$ cat src/rtl/video_timing.sv
// video_timing: raster timing generator for a pixel-clocked display.
// A free-running (h, v) position walks active, front porch, sync and
// back porch on each axis. Every enabled clock registers sync/de/x/y/marker
// outputs for the current position and then advances it, so the outputs
// lag the internal position by exactly one enabled clock.
module video_timing #(
  parameter int unsigned H_ACTIVE = 640,
  parameter int unsigned H_FP     = 16,
  parameter int unsigned H_SYNC   = 96,
  parameter int unsigned H_BP     = 48,
  parameter int unsigned V_ACTIVE = 480,
  parameter int unsigned V_FP     = 10,
  parameter int unsigned V_SYNC   = 2,
  parameter int unsigned V_BP     = 33,
  parameter bit          HS_POL   = 1'b0,
  parameter bit          VS_POL   = 1'b0,
  parameter int unsigned X_BITS   = 10,
  parameter int unsigned Y_BITS   = 10
) (
  input  logic              clk,
  input  logic              rst_n,
  input  logic              en,
  output logic              hsync,
  output logic              vsync,
  output logic              de,
  output logic [X_BITS-1:0] x,
  output logic [Y_BITS-1:0] y,
  output logic              line_start,
  output logic              frame_start
);

  localparam int unsigned H_TOTAL      = H_ACTIVE + H_FP + H_SYNC + H_BP;
  localparam int unsigned V_TOTAL      = V_ACTIVE + V_FP + V_SYNC + V_BP;
  localparam int unsigned H_SYNC_START = H_ACTIVE + H_FP;
  localparam int unsigned H_SYNC_END   = H_SYNC_START + H_SYNC;
  localparam int unsigned V_SYNC_START = V_ACTIVE + V_FP;
  localparam int unsigned V_SYNC_END   = V_SYNC_START + V_SYNC;

  localparam logic [X_BITS-1:0] H_LAST = X_BITS'(H_TOTAL - 1);
  localparam logic [Y_BITS-1:0] V_LAST = Y_BITS'(V_TOTAL - 1);

  // Refuse to elaborate when a full line or frame cannot be counted.
  if (H_TOTAL == 0 || ((H_TOTAL - 1) >> X_BITS) != 0) begin : g_h_range
    $error("video_timing: H_TOTAL does not fit in X_BITS");
  end
  if (V_TOTAL == 0 || ((V_TOTAL - 1) >> Y_BITS) != 0) begin : g_v_range
    $error("video_timing: V_TOTAL does not fit in Y_BITS");
  end

  logic [X_BITS-1:0] h;
  logic [Y_BITS-1:0] v;

  logic [X_BITS-1:0] h_next_c;
  logic [Y_BITS-1:0] v_next_c;
  logic              h_wrap_c;
  logic              de_c;
  logic              hs_act_c;
  logic              vs_act_c;
  logic              line_start_c;
  logic              frame_start_c;

  // Next position and region decode of the current position.
  // Compares run at 32 bits so a region ending exactly at 2**X_BITS still works.
  always_comb begin
    h_wrap_c      = 1'b0;
    h_next_c      = h;
    v_next_c      = v;
    de_c          = 1'b0;
    hs_act_c      = 1'b0;
    vs_act_c      = 1'b0;
    line_start_c  = 1'b0;
    frame_start_c = 1'b0;

    h_wrap_c = (h == H_LAST);
    if (h_wrap_c) begin
      h_next_c = '0;
      v_next_c = (v == V_LAST) ? '0 : v + Y_BITS'(1);
    end else begin
      h_next_c = h + X_BITS'(1);
    end

    de_c          = (32'(h) < H_ACTIVE) && (32'(v) < V_ACTIVE);
    hs_act_c      = (32'(h) >= H_SYNC_START) && (32'(h) < H_SYNC_END);
    vs_act_c      = (32'(v) >= V_SYNC_START) && (32'(v) < V_SYNC_END);
    line_start_c  = (h == '0);
    frame_start_c = (h == '0) && (v == '0);
  end

  // Register outputs for the current position, then step the position.
  always_ff @(posedge clk or negedge rst_n) begin
    if (!rst_n) begin
      h           <= '0;
      v           <= '0;
      x           <= '0;
      y           <= '0;
      de          <= 1'b0;
      hsync       <= !HS_POL;
      vsync       <= !VS_POL;
      line_start  <= 1'b0;
      frame_start <= 1'b0;
    end else if (en) begin
      x           <= h;
      y           <= v;
      de          <= de_c;
      hsync       <= hs_act_c ? HS_POL : !HS_POL;
      vsync       <= vs_act_c ? VS_POL : !VS_POL;
      line_start  <= line_start_c;
      frame_start <= frame_start_c;
      h           <= h_next_c;
      v           <= v_next_c;
    end
  end

endmodule

$ cat config.mk
export PLATFORM = sky130hd
export DESIGN_NAME = video_timing
export DESIGN_NICKNAME = d
export VERILOG_FILES = /design/src/rtl/video_timing.sv
export SDC_FILE = /design/constraint.sdc
export NUM_CORES = 1
export LEC_CHECK = 0
export CORE_MARGIN = 3
export CORE_UTILIZATION = 49
export DETAILED_ROUTE_END_ITERATION = 12
export HOLD_SLACK_MARGIN = 0.05
export PLACE_DENSITY_LB_ADDON = 0.25
export SKIP_CTS_REPAIR_TIMING = 1
export SYNTH_ARGS = -nofsm -noshare
export SYNTH_HDL_FRONTEND = slang
export SYNTH_SLANG_ARGS = --single-unit
export TNS_END_PERCENT = 100
$ cat constraint.sdc
create_clock -name clk -period 2 [get_ports clk]
set_clock_uncertainty 0.15 [all_clocks]
set_input_delay 0.3 -clock clk [delete_from_list [all_inputs] [get_ports clk]]
set_output_delay 0.3 -clock clk [all_outputs]
set_load 0.03 [all_outputs]
Word-level counts from Yosys, hierarchy flattened
Index checks and enable logic that the tools add are counted. Widths: inputs -> output; s select.

Register bits: 45. Input bits: 3. Output and inout bits: 25.

Add/sub/neg operators: 2. Order comparisons: 6. Eq/ne operators: 2. Mux-type cells: 4. Reduce and logical (&&, ||, !) cells: 7.

Operators with widths (number): $add 10x1->10 const B (2); $eq 10x10->1 const B (2); $logic_not 10->1 (2); $lt 10x10->1 const B (2); $lt 10x9->1 const B (2); $mux 10 (2); $ge 10x10->1 const B (1); $ge 10x9->1 const B (1); $logic_and 1x1->1 (4); $mux 1 (2); $reduce_and 2->1 (1).

Longest topological paths before layout
Gate-level depths: netlist (run 1).

Word-level depth: 3. Gate-level depth with buffers: 6. Mapped depth without buffers: 6.

Worst setup path after synthesis (run 1)
No wires, ideal clock.

Kind: register to register. Start point: register h[0]. End point: register v[9]. Data arrival time: 1.655 ns. Required time: 1.756 ns. Setup slack: 0.101 ns. Stages on the path, launching flop included: 6. Buffers on the path: 0. Cell sequence: dfrtp_1 -> ha_1 -> nand4_4 -> or4_4 -> mux2i_1 -> a211oi_1.

Word-level cells in the longest chain between the ends: 2.

Ends and longest elaborated chain: start, declared (RTL line 50) `logic [X_BITS-1:0] h;`; start signal, assigned (RTL line 109) `h <= h_next_c;`; $eq 10x10->1 (RTL line 74) `h_wrap_c = (h == H_LAST);`; $reduce_and 2->1 (no line); end signal, assigned (RTL line 110) `v <= v_next_c;`; end, declared (RTL line 51) `logic [Y_BITS-1:0] v;`.

Every way passes these cells. A chain may end at the register's enable or synchronous reset.

Final worst setup path (run 1)
Start point: register hsync. End point: output hsync.

RTL lines: start, declared (RTL line 23) `output logic hsync,`; start signal, assigned (RTL line 97) `hsync <= !HS_POL;`; start signal, assigned (RTL line 105) `hsync <= hs_act_c ? HS_POL : !HS_POL;`.

No word-level cell between the ends.

==> reports/metrics.cfg, run 1 <==
[placed_design]
port_buffers = 27
hpwl_mm = 2.874
place_inst = 251
place.gp.congestion = 0.8014

[critical_path]
criticalPathCategory = reg2out
cp.depth = 1
worstRegToRegCells = 5
path_cells = clkdlybuf4s50_1
path_buf_inv = 1
r2r_setup_slack_ns = 0.13
critical_path_arrival_ns = 1.51
required_ns = 1.55
crit_slowest_cell = clkdlybuf4s50_1
critPathMaxStageDelay_ns = 0.67
critPathTopFamily = buffers and inverters
crit_fanout = 2
crit_path_end_kind = output port
cp-start-kind = register

[synthesis]
syn_inst = 172
synth_ff_type = dfrtp_1
yosysTopAreaCell = dfrtp_1
synth_area_leaders = dfrtp_1 (52%), mux2_2 (12%), dfstp_2 (2.5%)
ys_async_sr_fraction_pct = 100.0
ys_seq_area_share_pct = 54.57
synth_most_common_cell = dfrtp_1
synth_common_cells = dfrtp_1 (43), mux2_2 (22), nand3_1 (9), nor2_1 (9)
ys_ff_latch = 45
avgSynthCellArea_sq_um = 12.02
synth_edf_count = 0
yosysUniqueCellTypes = 40
ys_warn_count = 0
syn_nets = 179
synth_top_area_share_pct = 52.03
syn-cell-area_sq_um = 2068

[global_route]
grt-ovfl-total = 0
track_usage_pct = 18.10
grt_pass1_vias = 1489
antenna_found_initial = 0
grt_pass1_wl_mm = 7.210
grt_max_degree = 46

[power_and_ir_drop]
fin_total_pwr_mw = 2.393
ir_drop_mv = 0.6474
switching_share_pct = 29.44
p_leak_nw = 1.149
power.density_nw_per_um2 = 927.9
pwr-share-seq_pct = 46.9
p_clk_share_pct = 29.2
switchingPower_mw = 0.7045
intPower_mw = 1.688
combinationalPowerShare_pct = 23.9

[detailed_routing]
viasPerCell = 5.731
drt_wl_total_mm = 4.070
ant_nets = 0
vias = 1490
firstDrtPassIters = 4
wl_per_cell_um = 15.65
drtIter0Drc = 96
drc = 0

[die]
chipWidth_um = 70.97
dieArea_sq_um = 5037
boundaryPins = 28
core_sq_um = 3854
initial_core_util_pct = 53.67
rows = 22
die_y_um = 70.97

[layout]
instances_no_fill = 260
syn_to_final_growth_pct = 24.68
post-route-util_pct = 66.92
nNetsFinal = 218
diodes = 0
drive_gt1_share_pct = 23.58

[clock_tree]
cts-buffers-inserted = 5
cts.clk_slew.worst_paths_ns = 0.08
clockBufferDepth = 2
cts_tree = done
htreeDepth = 2
root_buffer = clkbuf_8
clkLatencyLatePin_ns = 0.30
clock-sinks = 45

[sta]
rsz0062_at_grt = false
tightest_slew_ns = 0.5629
finalHoldViolCount = 0
timing.fmax_ghz = 0.5100
post-route-period-util_pct = 98.03
relSlewSlack_pct = 62.47
setup_viol = 0
maxSlewViolCount = 0
min_period_ns = 1.961

[hold_path]
hp-class = reg2reg
min_path_cells = 2

[status]
outcome = finished, final reports clean

[run]
maxCapViolCount = 0

## metal layers
layer	GRT usage [%]	part of all wire, %
met5	0	0
met4	7.098	1.7
met2	29.04	49
met3	4.403	5.0
met1	23.71	45
## kinds of logic (layout without fill, tap and decap cells)
logic type	Yosys count	count (layout)	share of synthesized area, %
xor+xnor	10	10	4.235
simple gates	57	57	17.79
fa+ha+maj	4	4	2.420
buf+inv	15	55	2.904
flops	45	45	54.57
compound gates	18	18	5.627
mux	23	23	12.46
## placed cells by master (no fill, tap or decap), drive strengths merged
cell           netlist  routed
nor3                 2       2
a211oi               1       1
mux2i                1       1
and3                 5       5
xor2                 4       4
a2bb2oi              1       1
xnor2                6       6
o32a                 1       1
nand4                4       4
inv                  7       7
nor4b                1       1
o21ai                7       7
a21oi                1       1
clkbuf               3       7
dlygate4sd3          0       1
nand4b               1       1
nand3b               2       2
nor2                10      10
dfrtp               43      43
clkdlybuf4s50        0      26
buf                  5      13
nand3                9       9
nor4                 4       4
and4                 3       3
dfstp                2       2
nand2b               1       1
nand4bb              1       1
nor2b                3       3
or4                  1       1
o31ai                1       1
mux2                22      22
bufinv               0       1
or3b                 1       1
a31oi                1       1
o22ai                3       3
and4b                2       2
a22o                 2       2
ha                   4       4
nand2                7       7
## worst paths after layout
path / startpoint / to
max: hsync / hsync
min: vsync / vsync
max reg2reg: h[0] / v[9]
min reg2reg: vsync / vsync
max in group asynchronous: rst_n / vsync
min in group asynchronous: rst_n / frame_start
## cell type report
| type | count | area (sq um) |
|---|---|---|
| Fill cell | 290 | 1275 |
| Sequential cell | 45 | 1129 |
| Multi-Input combinational cell | 112 | 882.1 |
| Timing Repair Buffer | 40 | 365.4 |
| Clock buffer | 7 | 86.33 |
| Tap cell | 48 | 60.06 |
| Clock inverter | 1 | 30.03 |
| Inverter | 7 | 26.28 |
## metrics by stage
step / worst slack (ns) / cell area, sq um / setup TNS [ns] / hold slack [ns]
6_report: 0.03937 / 2579 / 0 / 0.3520
5_1_grt: 0.01032 / 2579 / 0 / 0.3750
4_1_cts: 0.02924 / 2566 / 0 / -0.06384
3_5_place_dp: -0.1144 / 2450 / -0.4382 / 0.2628
3_3_place_gp: -0.07273 / 2450 / -0.1753 / 0.2539
2_1_floorplan: 0.1006 / 2068 / 0 / -0.1456
## registers in the layout, indices dropped and copies added, names as in the netlist
signal / flops
frame_start: 1
vsync: 1
y: 10
x: 10
v: 10
de: 1
h: 10
hsync: 1
line_start: 1
## power groups by stage
| stage | logic [mW] | clock network [mW] | registers (mW) |
|---|---|---|---|
| 2_1_floorplan | 0.234 | 0 | 1.23 |
| 3_3_place_gp | 0.563 | 0 | 1.13 |
| 3_5_place_dp | 0.573 | 0 | 1.14 |
| 5_1_grt | 0.617 | 0.761 | 1.14 |
| 4_1_cts | 0.576 | 0.716 | 1.12 |
| 6_report | 0.572 | 0.699 | 1.12 |
Note: power is estimated with default switching activity, not from simulation.
==> run 2, diff against run 1 <==
- CTS_CLUSTER_SIZE: default -> 20
- RECOVER_POWER: default -> 25
==> run 2 against run 1 <==
  * First-iteration DRC count did not move
  * Maximum frequency did not move
  * Highest routed layer unchanged
  * Largest cell class unchanged
  * Sequential share of layout area barely moved
  * Utilization fell by 0.065 points
  * Via count did not move
==> reports/metrics.cfg, run 2 (synthesis results as in run 1) <==
[critical_path]
path_cells = clkdlybuf4s50_1
critPathMaxStageDelay_ns = 0.67
crit_path_end_kind = output port
crit_slowest_cell = clkdlybuf4s50_1
cp-start-kind = register
timing.rr.start = h[0]
criticalPathCategory = reg2out
required_ns = 1.55
r2r-end = v[9]
critical_path_arrival_ns = 1.51
critPathTopFamily = buffers and inverters
path_buf_inv = 1
worstRegToRegCells = 5
crit_fanout = 2
r2r_setup_slack_ns = 0.13

[hold_path]
holdPathEnd = vsync
min_path_cells = 2
hp-class = reg2reg
holdCritStartpoint = vsync

[detailed_routing]
drc = 0
viasPerCell = 5.731
drt_wl_total_mm = 4.070
firstDrtPassIters = 4
vias = 1490
ant_nets = 0
drtIter0Drc = 96
wl_per_cell_um = 15.65

[layout]
instances_no_fill = 260
nNetsFinal = 218
diodes = 0
drive_gt1_share_pct = 23.58
syn_to_final_growth_pct = 24.56
final_common_cell = dfrtp_1
post-route-util_pct = 66.85
layout_common_cells = dfrtp_1 (43), clkdlybuf4s50_1 (26), mux2_2 (22)

[sta]
tns_ns = 0
rsz0062_at_grt = false
relSlewSlack_pct = 27.38
min_period_ns = 1.961
finalHoldViolCount = 0
timing.fmax_ghz = 0.5100
post-route-period-util_pct = 98.03
tightest_slew_ns = 1.089
setup_viol = 0
maxSlewViolCount = 0

[die]
chipWidth_um = 70.97
rows = 22
dieArea_sq_um = 5037
core_sq_um = 3854
initial_core_util_pct = 53.67
die_y_um = 70.97
boundaryPins = 28

[global_route]
antenna_found_initial = 0
grt_max_degree = 46
track_usage_pct = 18.10
grt_pass1_wl_mm = 7.210
grt-ovfl-total = 0
grt_pass1_vias = 1489

[placed_design]
port_buffers = 27
place_inst = 251
hpwl_mm = 2.874
place.gp.congestion = 0.8014

[run]
maxCapViolCount = 0

[clock_tree]
cts-buffers-inserted = 5
clockBufferDepth = 2
root_buffer = clkbuf_8
htreeDepth = 2
cts.clk_slew.worst_paths_ns = 0.08
clock-sinks = 45
clkLatencyLatePin_ns = 0.30
cts_tree = done

[power_and_ir_drop]
ir_drop_mv = 0.6474
p_leak_nw = 1.148
power.density_nw_per_um2 = 928.5

[status]
outcome = finished, final reports clean

==> run 2: worst register-to-register path: cells and delay by family (launching register included) <==
family | cells | cell delay [ns]
fa+ha+maj | 1 | 0.24
compound gates | 1 | 0.21
simple gates | 2 | 0.69
flops | 1 | 0.37
mux | 1 | 0.14
==> run 2: cell type report <==
cell class | instances | area, sq um
clock buffer | 7 | 86.33
clock inverter | 1 | 30.03
fill | 291 | 1277
inverter | 7 | 26.28
multi-input combinational | 112 | 882.1
sequential | 45 | 1129
tap | 48 | 60.06
timing repair buffer | 40 | 362.8
==> run 2: worst max path at each step <==
stage                     start  endpoint  slack (ns)  depth (start not counted)
after floorplan            h[0]      v[9]        0.10                          5
after global placement       en      v[9]       -0.07                          5
after detailed placement     en      v[9]       -0.11                          5
after CTS                 hsync     hsync        0.03                          1
after global routing      vsync     vsync        0.01                          1
final                     hsync     hsync        0.04                          1
==> run 2: through the flow <==
step	total power [mW]	hold WS [ns]	cell area (sq um)	setup WS, ns
after floorplan	1.469	-0.1456	2068	0.1006
after global placement	1.689	0.2539	2450	-0.07273
after detailed placement	1.711	0.2628	2450	-0.1144
after CTS	2.413	-0.06384	2566	0.02924
after global routing	2.519	0.3750	2576	0.01032
final	2.392	0.3520	2576	0.03937
==> run 2: power breakdown <==
part	total [mW]	switching, mW	internal [mW]
registers	1.12	0.102	1.02
logic	0.571	0.310	0.261
clock network	0.699	0.292	0.407
total	2.39	0.704	1.69
==> run 2: routing by layer <==
metal	wire, um	GRT usage (%)	part of all wire (%)	vias up
met5	0	0	0	-
met4	68	7.098	1.7	0
met3	204	4.403	5.0	6
met2	1981	29.04	49	38
met1	1815	23.71	45	749
li1	-	-	-	697
